==> src/rtl/gj_axis_uart_regs_mc.sv <==
// Multi-channel AXIS UART register bank: one BRAM-style port fans out to NUM_CH
// per-channel register sets with W1C interrupt status and saturating counters.

package gj_axis_uart_regs_mc_pkg;
  typedef struct packed {
    logic        wr;
    logic [3:0]  off;
    logic [3:0]  we;
    logic [31:0] wdata;
  } reg_req_t;

  typedef struct packed {
    logic tx;
    logic rx;
    logic rx_err;
    logic start_err;
  } ch_evt_t;
endpackage

module gj_axis_uart_regs_ch
  import gj_axis_uart_regs_mc_pkg::*;
#(
  parameter int          CNT_W      = 32,
  parameter logic [15:0] CLKDIV_RST = 16'd542
) (
  input  logic        clk,
  input  logic        rst_n,
  input  reg_req_t    req,
  input  ch_evt_t     evt,
  output logic        power_down,
  output logic        soft_rst,
  output logic [3:0]  mode,
  output logic [15:0] clk_div,
  output logic [15:0] tx_byte_nop,
  output logic [15:0] tx_frame_nop,
  output logic [15:0] max_rcv_gap,
  output logic [23:0] max_bytes,
  output logic        irq,
  output logic [31:0] rd_word
);
  localparam logic [CNT_W-1:0] CNT_MAX = '1;
  localparam logic [CNT_W-1:0] CNT_PRE = {{(CNT_W-1){1'b1}}, 1'b0};

  logic [CNT_W-1:0] cnt [4];
  logic [15:0]      wsel;
  logic [4:0]       int_stat, int_en, stat_set, w1c;
  logic [3:0]       ev, cnt_clr, sat_hit;

  assign wsel = req.wr ? (16'd1 << req.off) : '0;
  // counter order follows offsets 8..11
  assign ev   = {evt.start_err, evt.rx & evt.rx_err, evt.rx, evt.tx};

  for (genvar k = 0; k < 4; k++) begin : g_cnt
    assign cnt_clr[k] = soft_rst | (wsel[8+k] & (|req.we));
    assign sat_hit[k] = ev[k] & ~cnt_clr[k] & (cnt[k] == CNT_PRE);
  end

  always_ff @(posedge clk or negedge rst_n) begin
    if (!rst_n) begin
      for (int k = 0; k < 4; k++) cnt[k] <= '0;
    end else begin
      for (int k = 0; k < 4; k++) begin
        if (cnt_clr[k])                      cnt[k] <= '0;
        else if (ev[k] && cnt[k] != CNT_MAX) cnt[k] <= cnt[k] + CNT_W'(1);
      end
    end
  end

  assign stat_set = {|sat_hit, ev};
  assign w1c      = (wsel[4] & req.we[0]) ? req.wdata[4:0] : '0;
  assign irq      = |(int_stat & int_en);

  always_ff @(posedge clk or negedge rst_n) begin
    if (!rst_n) begin
      power_down   <= 1'b0;
      soft_rst     <= 1'b0;
      mode         <= '0;
      clk_div      <= CLKDIV_RST;
      tx_byte_nop  <= '0;
      tx_frame_nop <= '0;
      max_rcv_gap  <= '0;
      max_bytes    <= '0;
      int_stat     <= '0;
      int_en       <= '0;
    end else begin
      soft_rst <= wsel[0] & req.we[0] & req.wdata[1];
      // set wins over a coincident W1C
      int_stat <= (int_stat & ~w1c) | stat_set;
      if (wsel[0]) begin
        if (req.we[0]) power_down    <= req.wdata[0];
        if (req.we[1]) mode          <= req.wdata[11:8];
        if (req.we[2]) clk_div[7:0]  <= req.wdata[23:16];
        if (req.we[3]) clk_div[15:8] <= req.wdata[31:24];
      end
      if (wsel[1]) begin
        if (req.we[0]) tx_byte_nop[7:0]   <= req.wdata[7:0];
        if (req.we[1]) tx_byte_nop[15:8]  <= req.wdata[15:8];
        if (req.we[2]) tx_frame_nop[7:0]  <= req.wdata[23:16];
        if (req.we[3]) tx_frame_nop[15:8] <= req.wdata[31:24];
      end
      if (wsel[2]) begin
        if (req.we[0]) max_rcv_gap[7:0]  <= req.wdata[7:0];
        if (req.we[1]) max_rcv_gap[15:8] <= req.wdata[15:8];
      end
      if (wsel[3]) begin
        if (req.we[0]) max_bytes[7:0]   <= req.wdata[7:0];
        if (req.we[1]) max_bytes[15:8]  <= req.wdata[15:8];
        if (req.we[2]) max_bytes[23:16] <= req.wdata[23:16];
      end
      if (wsel[5] && req.we[0]) int_en <= req.wdata[4:0];
    end
  end

  always_comb begin
    rd_word = '0;
    case (req.off)
      4'd0:                      rd_word = {clk_div, 4'b0, mode, 7'b0, power_down};
      4'd1:                      rd_word = {tx_frame_nop, tx_byte_nop};
      4'd2:                      rd_word = {16'b0, max_rcv_gap};
      4'd3:                      rd_word = {8'b0, max_bytes};
      4'd4:                      rd_word = {27'b0, int_stat};
      4'd5:                      rd_word = {27'b0, int_en};
      4'd8, 4'd9, 4'd10, 4'd11:  rd_word = 32'(cnt[req.off[1:0]]);
      default:                   rd_word = '0;
    endcase
  end
endmodule

module gj_axis_uart_regs_mc
  import gj_axis_uart_regs_mc_pkg::*;
#(
  parameter int NUM_CH     = 4,
  parameter int CNT_W      = 32,
  parameter int CLKDIV_RST = 542,
  parameter int AW         = $clog2(NUM_CH) + 4
) (
  input  logic                     clk,
  input  logic                     rst_n,
  input  logic                     bram_en,
  input  logic [AW-1:0]            bram_addr,
  input  logic [3:0]               bram_we,
  input  logic [31:0]              bram_wdata,
  output logic [31:0]              bram_rdata,
  output logic [NUM_CH-1:0]        powerDown,
  output logic [NUM_CH-1:0]        softRst,
  output logic [NUM_CH-1:0][3:0]   mode,
  output logic [NUM_CH-1:0][15:0]  clkDivX16,
  output logic [NUM_CH-1:0][15:0]  txByte_nop,
  output logic [NUM_CH-1:0][15:0]  txFrame_nop,
  output logic [NUM_CH-1:0][15:0]  maxRcvGap,
  output logic [NUM_CH-1:0][23:0]  maxBytesPerFrame,
  input  logic [NUM_CH-1:0]        txBytesInt,
  input  logic [NUM_CH-1:0]        rxBytesInt,
  input  logic [NUM_CH-1:0]        rxBytesError,
  input  logic [NUM_CH-1:0]        startError,
  output logic [NUM_CH-1:0]        irq
);
  logic [AW-1:0]            ch_sel;
  logic [NUM_CH-1:0][31:0]  rd_word;
  logic [31:0]              rd_mux;

  // channel field may decode past NUM_CH; such accesses hit no lane
  assign ch_sel = bram_addr >> 4;

  for (genvar g = 0; g < NUM_CH; g++) begin : g_ch
    reg_req_t req;
    ch_evt_t  evt;
    assign req = '{wr: bram_en && (ch_sel == AW'(g)), off: bram_addr[3:0],
                   we: bram_we, wdata: bram_wdata};
    assign evt = '{tx: txBytesInt[g], rx: rxBytesInt[g],
                   rx_err: rxBytesError[g], start_err: startError[g]};

    gj_axis_uart_regs_ch #(.CNT_W(CNT_W), .CLKDIV_RST(16'(CLKDIV_RST))) u_ch (
      .clk         (clk),
      .rst_n       (rst_n),
      .req         (req),
      .evt         (evt),
      .power_down  (powerDown[g]),
      .soft_rst    (softRst[g]),
      .mode        (mode[g]),
      .clk_div     (clkDivX16[g]),
      .tx_byte_nop (txByte_nop[g]),
      .tx_frame_nop(txFrame_nop[g]),
      .max_rcv_gap (maxRcvGap[g]),
      .max_bytes   (maxBytesPerFrame[g]),
      .irq         (irq[g]),
      .rd_word     (rd_word[g])
    );
  end

  always_comb begin
    rd_mux = '0;
    for (int c = 0; c < NUM_CH; c++)
      if (ch_sel == AW'(c)) rd_mux = rd_word[c];
  end

  always_ff @(posedge clk or negedge rst_n) begin
    if (!rst_n)       bram_rdata <= '0;
    else if (bram_en) bram_rdata <= rd_mux;
  end
endmodule

==> config.mk <==
export PLATFORM = sky130hd
export DESIGN_NAME = gj_axis_uart_regs_mc
export DESIGN_NICKNAME = d
export VERILOG_FILES = /design/src/rtl/gj_axis_uart_regs_mc.sv
export SDC_FILE = /design/constraint.sdc
export NUM_CORES = 2
export LEC_CHECK = 0
export BUFFER_PORTS_ARGS = -buffer_cell sky130_fd_sc_hd__buf_2
export CAP_MARGIN = 20
export CELL_PAD_IN_SITES_DETAIL_PLACEMENT = 1
export CELL_PAD_IN_SITES_GLOBAL_PLACEMENT = 1
export CORE_UTILIZATION = 48
export DETAILED_ROUTE_END_ITERATION = 8
export HOLD_SLACK_MARGIN = 0.02
export MAX_ROUTING_LAYER = met4
export PLACE_DENSITY_LB_ADDON = 0.12
export RECOVER_POWER = 25
export SLEW_MARGIN = 20
export SYNTH_ARGS = -nofsm -noshare
export SYNTH_HDL_FRONTEND = slang
export SYNTH_SLANG_ARGS = --single-unit
==> constraint.sdc <==
create_clock -name clk -period 2.57 [get_ports clk]
set_input_delay 0.257 -clock clk [delete_from_list [all_inputs] [get_ports clk]]
set_output_delay 0.257 -clock clk [all_outputs]
set_load 0.01 [all_outputs]
==> results.md <==
* Ys flop type: dfrtp_1
* Synth top area cells: dfrtp_1 (46%), mux2_2 (8.7%), mux4_2 (5.6%)
* Detail Route Antenna Nets at 0
* Die X at 328 µm
* Worst path required time at 3.14 ns
* Setup WS post-layout at -0.00333 ns
* Netlist Area Pre-Place at 51,100 µm²
* Initial Util at 0.485
* Total core area at 105,000 µm²
* Vias in the first global route at 47.2k
* CP bufs+invs at 3
* Slew margin rel. at -0.204
* Worst clock skew at 0.0237 ns
* Fin. max-slew vios at 43
* Gate power share at 0.171
* Worst path cell trace: dlygate4sd3_1, buf_2, and3b_1, and2_1, a21o_1, buf_12, nor3_1, nor3_1, nand2_1
* PortBufs at 472
* Placed inst area at 57,800 µm²
* Max cap viols at 1
* Per-cell routed wire length at 31.8 µm
* Total wire length at 227 mm
* Cell family with most CP delay: buffers and inverters
* Clock Tree Root: clkbuf_16
* DR top layer: met4
* CTS Buf Count at 107
* DRT Pass-1 Iters at 9
* DRT met1 WL at 88.0 mm
* Largest fanout on the critical path at 25
* First-pass GRT wire length at 331 mm
* Period utilization at 1.00
* Register bit count reported by yosys at 960
* Final Util at 0.585
* Gr usage total at 0.432
* DR DRC count at 228
* Final Hold Vio Count at 0
* Grt total ovfl at 0
* Pin count of the biggest net entering global routing at 79
* Nets at 5,716
* Die Y at 328 µm
* Slowest stage delay, CP at 0.62 ns
* Post-Syn Nets at 4,975
* Fmax at 389 MHz
* Worst hold path type: in -> reg
* Synth warn at 0
* Post-synth cell types at 88
* Clock buffer depth at 3
* Final instance area at 61,700 µm²
* Vias per inst at 6.60
* Failing checks: DRC, capacitance limit, slew limit, setup timing
* CTS H-tree depth at 3
* Post-synth EDFFs at 0
* Cells after Synth at 4,882
* Sequential-to-total area share from yosys stat at 0.471
* Cell taking the most area after synthesis: dfrtp_1
* Net Sw Frac at 0.314
* Post-CTS setup buffer count at 0
* Setup repair after global routing missed its margin: false
* Clk pin slew, worst setup/hold paths at 0.06 ns
* LEAKAGE at 0.0282 µW
* Arr. time, crit path at 3.14 ns
* Worst path most repeated cell: nor3_1
* Min Tclk post-route at 2.57 ns
* Std-Cell Rows at 119
* Worst VDD drop at 596 µV
* Pint at 29,100 µW
* Register share of total power at 0.443
* Met2 Routed Length at 102 mm
* Status: finished with violations
* I/O Pins at 473
* Clk sink count at 960
* Mapped Avg Cell Area at 10.5 µm²
* Initial antenna violation count at 29
* Setup crit end kind: register
* CTS tree: yes
* Cell Pwr Density at 688 nW/µm²
* Routed wl met3 at 21.3 mm
* Async set-reset flop share out of synthesis at 1.00
* Total number of vias at 47.0k
* NetSw at 13,300 µW
* CP max stage cell: dlygate4sd3_1
* Final GP Congestion at 1.06
* Setup violations, final at 1
* Fraction of layout cells with a size suffix above 1 at 0.286
* Slew @ Worst Pin at 1.81 ns
* Iter 0 DRT Violations at 5,120
* Die area at 108,000 µm²
* Worst Setup Path Type: in -> reg
* Clk network pwr share at 0.386
* Area Overhead vs Synth at 20.7%
* Top-area cell type share of the netlist area at 0.460
* CP startpoint kind: input pin
* Clk_lat worst skew at 0.72 ns
* Final HPWL DP at 174 mm
-- power by group through the flow --
stage	combinational [µW]	clock, µW	sequential [µW]
finish	7240	16400	18800
global route	7740	17000	18900
CTS	7170	16500	18700
detailed placement	7050	0	18900
global placement	6800	0	18900
floorplan	3600	0	18300
-- registers in the layout (all words and copies together), names as in the netlist --
| register | flops |
|---|---|
| bram_rdata | 32 |
| g_ch.u_ch.clk_div | 64 |
| g_ch.u_ch.cnt | 512 |
| g_ch.u_ch.int_en | 20 |
| g_ch.u_ch.int_stat | 20 |
| g_ch.u_ch.max_bytes | 96 |
| g_ch.u_ch.max_rcv_gap | 64 |
| g_ch.u_ch.mode | 16 |
| g_ch.u_ch.power_down | 4 |
| g_ch.u_ch.soft_rst | 4 |
| g_ch.u_ch.tx_byte_nop | 64 |
| g_ch.u_ch.tx_frame_nop | 64 |
-- cells in the final DEF, fill, tap and decap left out, types with 42 or more instances in the layout --
cell type and n:
and4_1 53, and3_1 89, nor3_1 114, or3_1 89
dfrtp_1 938, xor2_1 176, nand2_1 353, buf_12 43
a21oi_1 212, buf_4 325, nand4_1 178, o21ai_0 113
clkbuf_16 110, a22oi_1 69, mux2_2 396, nor4_1 57
nand3_1 252, buf_2 470, nor2_1 538, mux4_2 128
a31oi_1 42, xnor2_1 203, inv_1 93
-- layout make-up --
cell class	count	area [µm²]
fillers	11500	43800
clock inverters	55	614
clock buffers	145	3090
multi-input cells	3559	25600
flip-flops and latches	960	24100
inverters	94	353
repair buffers	901	6100
well taps	1391	1740
diodes	22	55.1
-- timing repair --
item / CTS / global route
setup endpoints to repair: 0 / 7
hold endpoints to repair: 432 / 0
hold buffers: 26 / 0
resized for setup: 0 / 6
-- tightest hold or removal path, delay by kind of cell --
family          cells  cell delay, ns
compound gates      1            0.09
buf+inv             2            0.23
simple gates        1            0.14
-- metrics by stage --
stage | TNS (ns) | worst slack (ns) | cells | hold WS (ns) | total power [µW]
after floorplan | 0 | 0.310 | 4882 | -0.0386 | 21900
after CTS | 0 | 0.0518 | 7105 | 0.0219 | 42300
after global placement | -0.225 | -0.126 | 6879 | 0.227 | 25700
after global routing | 0 | 0.0224 | 7124 | 0.0375 | 43700
after detailed placement | -0.297 | -0.157 | 6879 | 0.228 | 26000
final | -0.00333 | -0.00333 | 7127 | 0.0514 | 42400
-- cells in the mapped netlist, types with 90 or more instances --
library cell,number
dfrtp_1,940
nor2_1,538
mux2_2,396
nand2_1,353
nand3_1,252
a21oi_1,212
xnor2_1,203
nand4_1,178
xor2_1,176
clkbuf_1,164
mux4_2,128
nor3_1,115
o21ai_0,113
inv_1,93
or3_1,90
-- final timing paths --
| kind | depth (start not counted) | startpoint | end | slack (ns) |
|---|---|---|---|---|
| worst min register to register | 2 | bram_rdata[31] | bram_rdata[31] | 0.49 |
| min in group asynchronous | 2 | rst_n | g_ch[3].u_ch.cnt[18] | 0.55 |
| worst max-delay path | 9 | bram_en | g_ch[1].u_ch.int_stat[4] | -0.003 |
| max in group asynchronous | 4 | rst_n | g_ch[1].u_ch.cnt[126] | 0.25 |
| worst max register to register | 6 | g_ch[0].u_ch.cnt[112] | bram_rdata[16] | 0.08 |
| worst min-delay path | 4 | rxBytesError[3] | g_ch[3].u_ch.int_stat[2] | 0.05 |
-- metal layers --
| metal | GRT usage | vias to the layer above |
|---|---|---|
| met1 | 0.551 | 24500 |
| met5 | - | - |
| met3 | 0.0918 | 608 |
| li1 | - | 19400 |
| met4 | 0.258 | 0 |
| met2 | 0.634 | 2489 |
-- cells by family (layout without fill, tap and decap cells) --
| logic type | after synthesis | after routing | synth area share |
|---|---|---|---|
| buffers and inverters | 363 | 1195 | 0.0291 |
| xor gates and xnor gates | 379 | 379 | 0.0650 |
| and+or+nand+nor | 1889 | 1889 | 0.186 |
| AOI/OAI and AO/OA | 699 | 699 | 0.0908 |
| DFF | 960 | 960 | 0.471 |
| adders and majority gates | 32 | 32 | 0.00784 |
| other | 0 | 22 | 0 |
| muxes | 560 | 560 | 0.151 |
(Power assumes the default switching activity.)
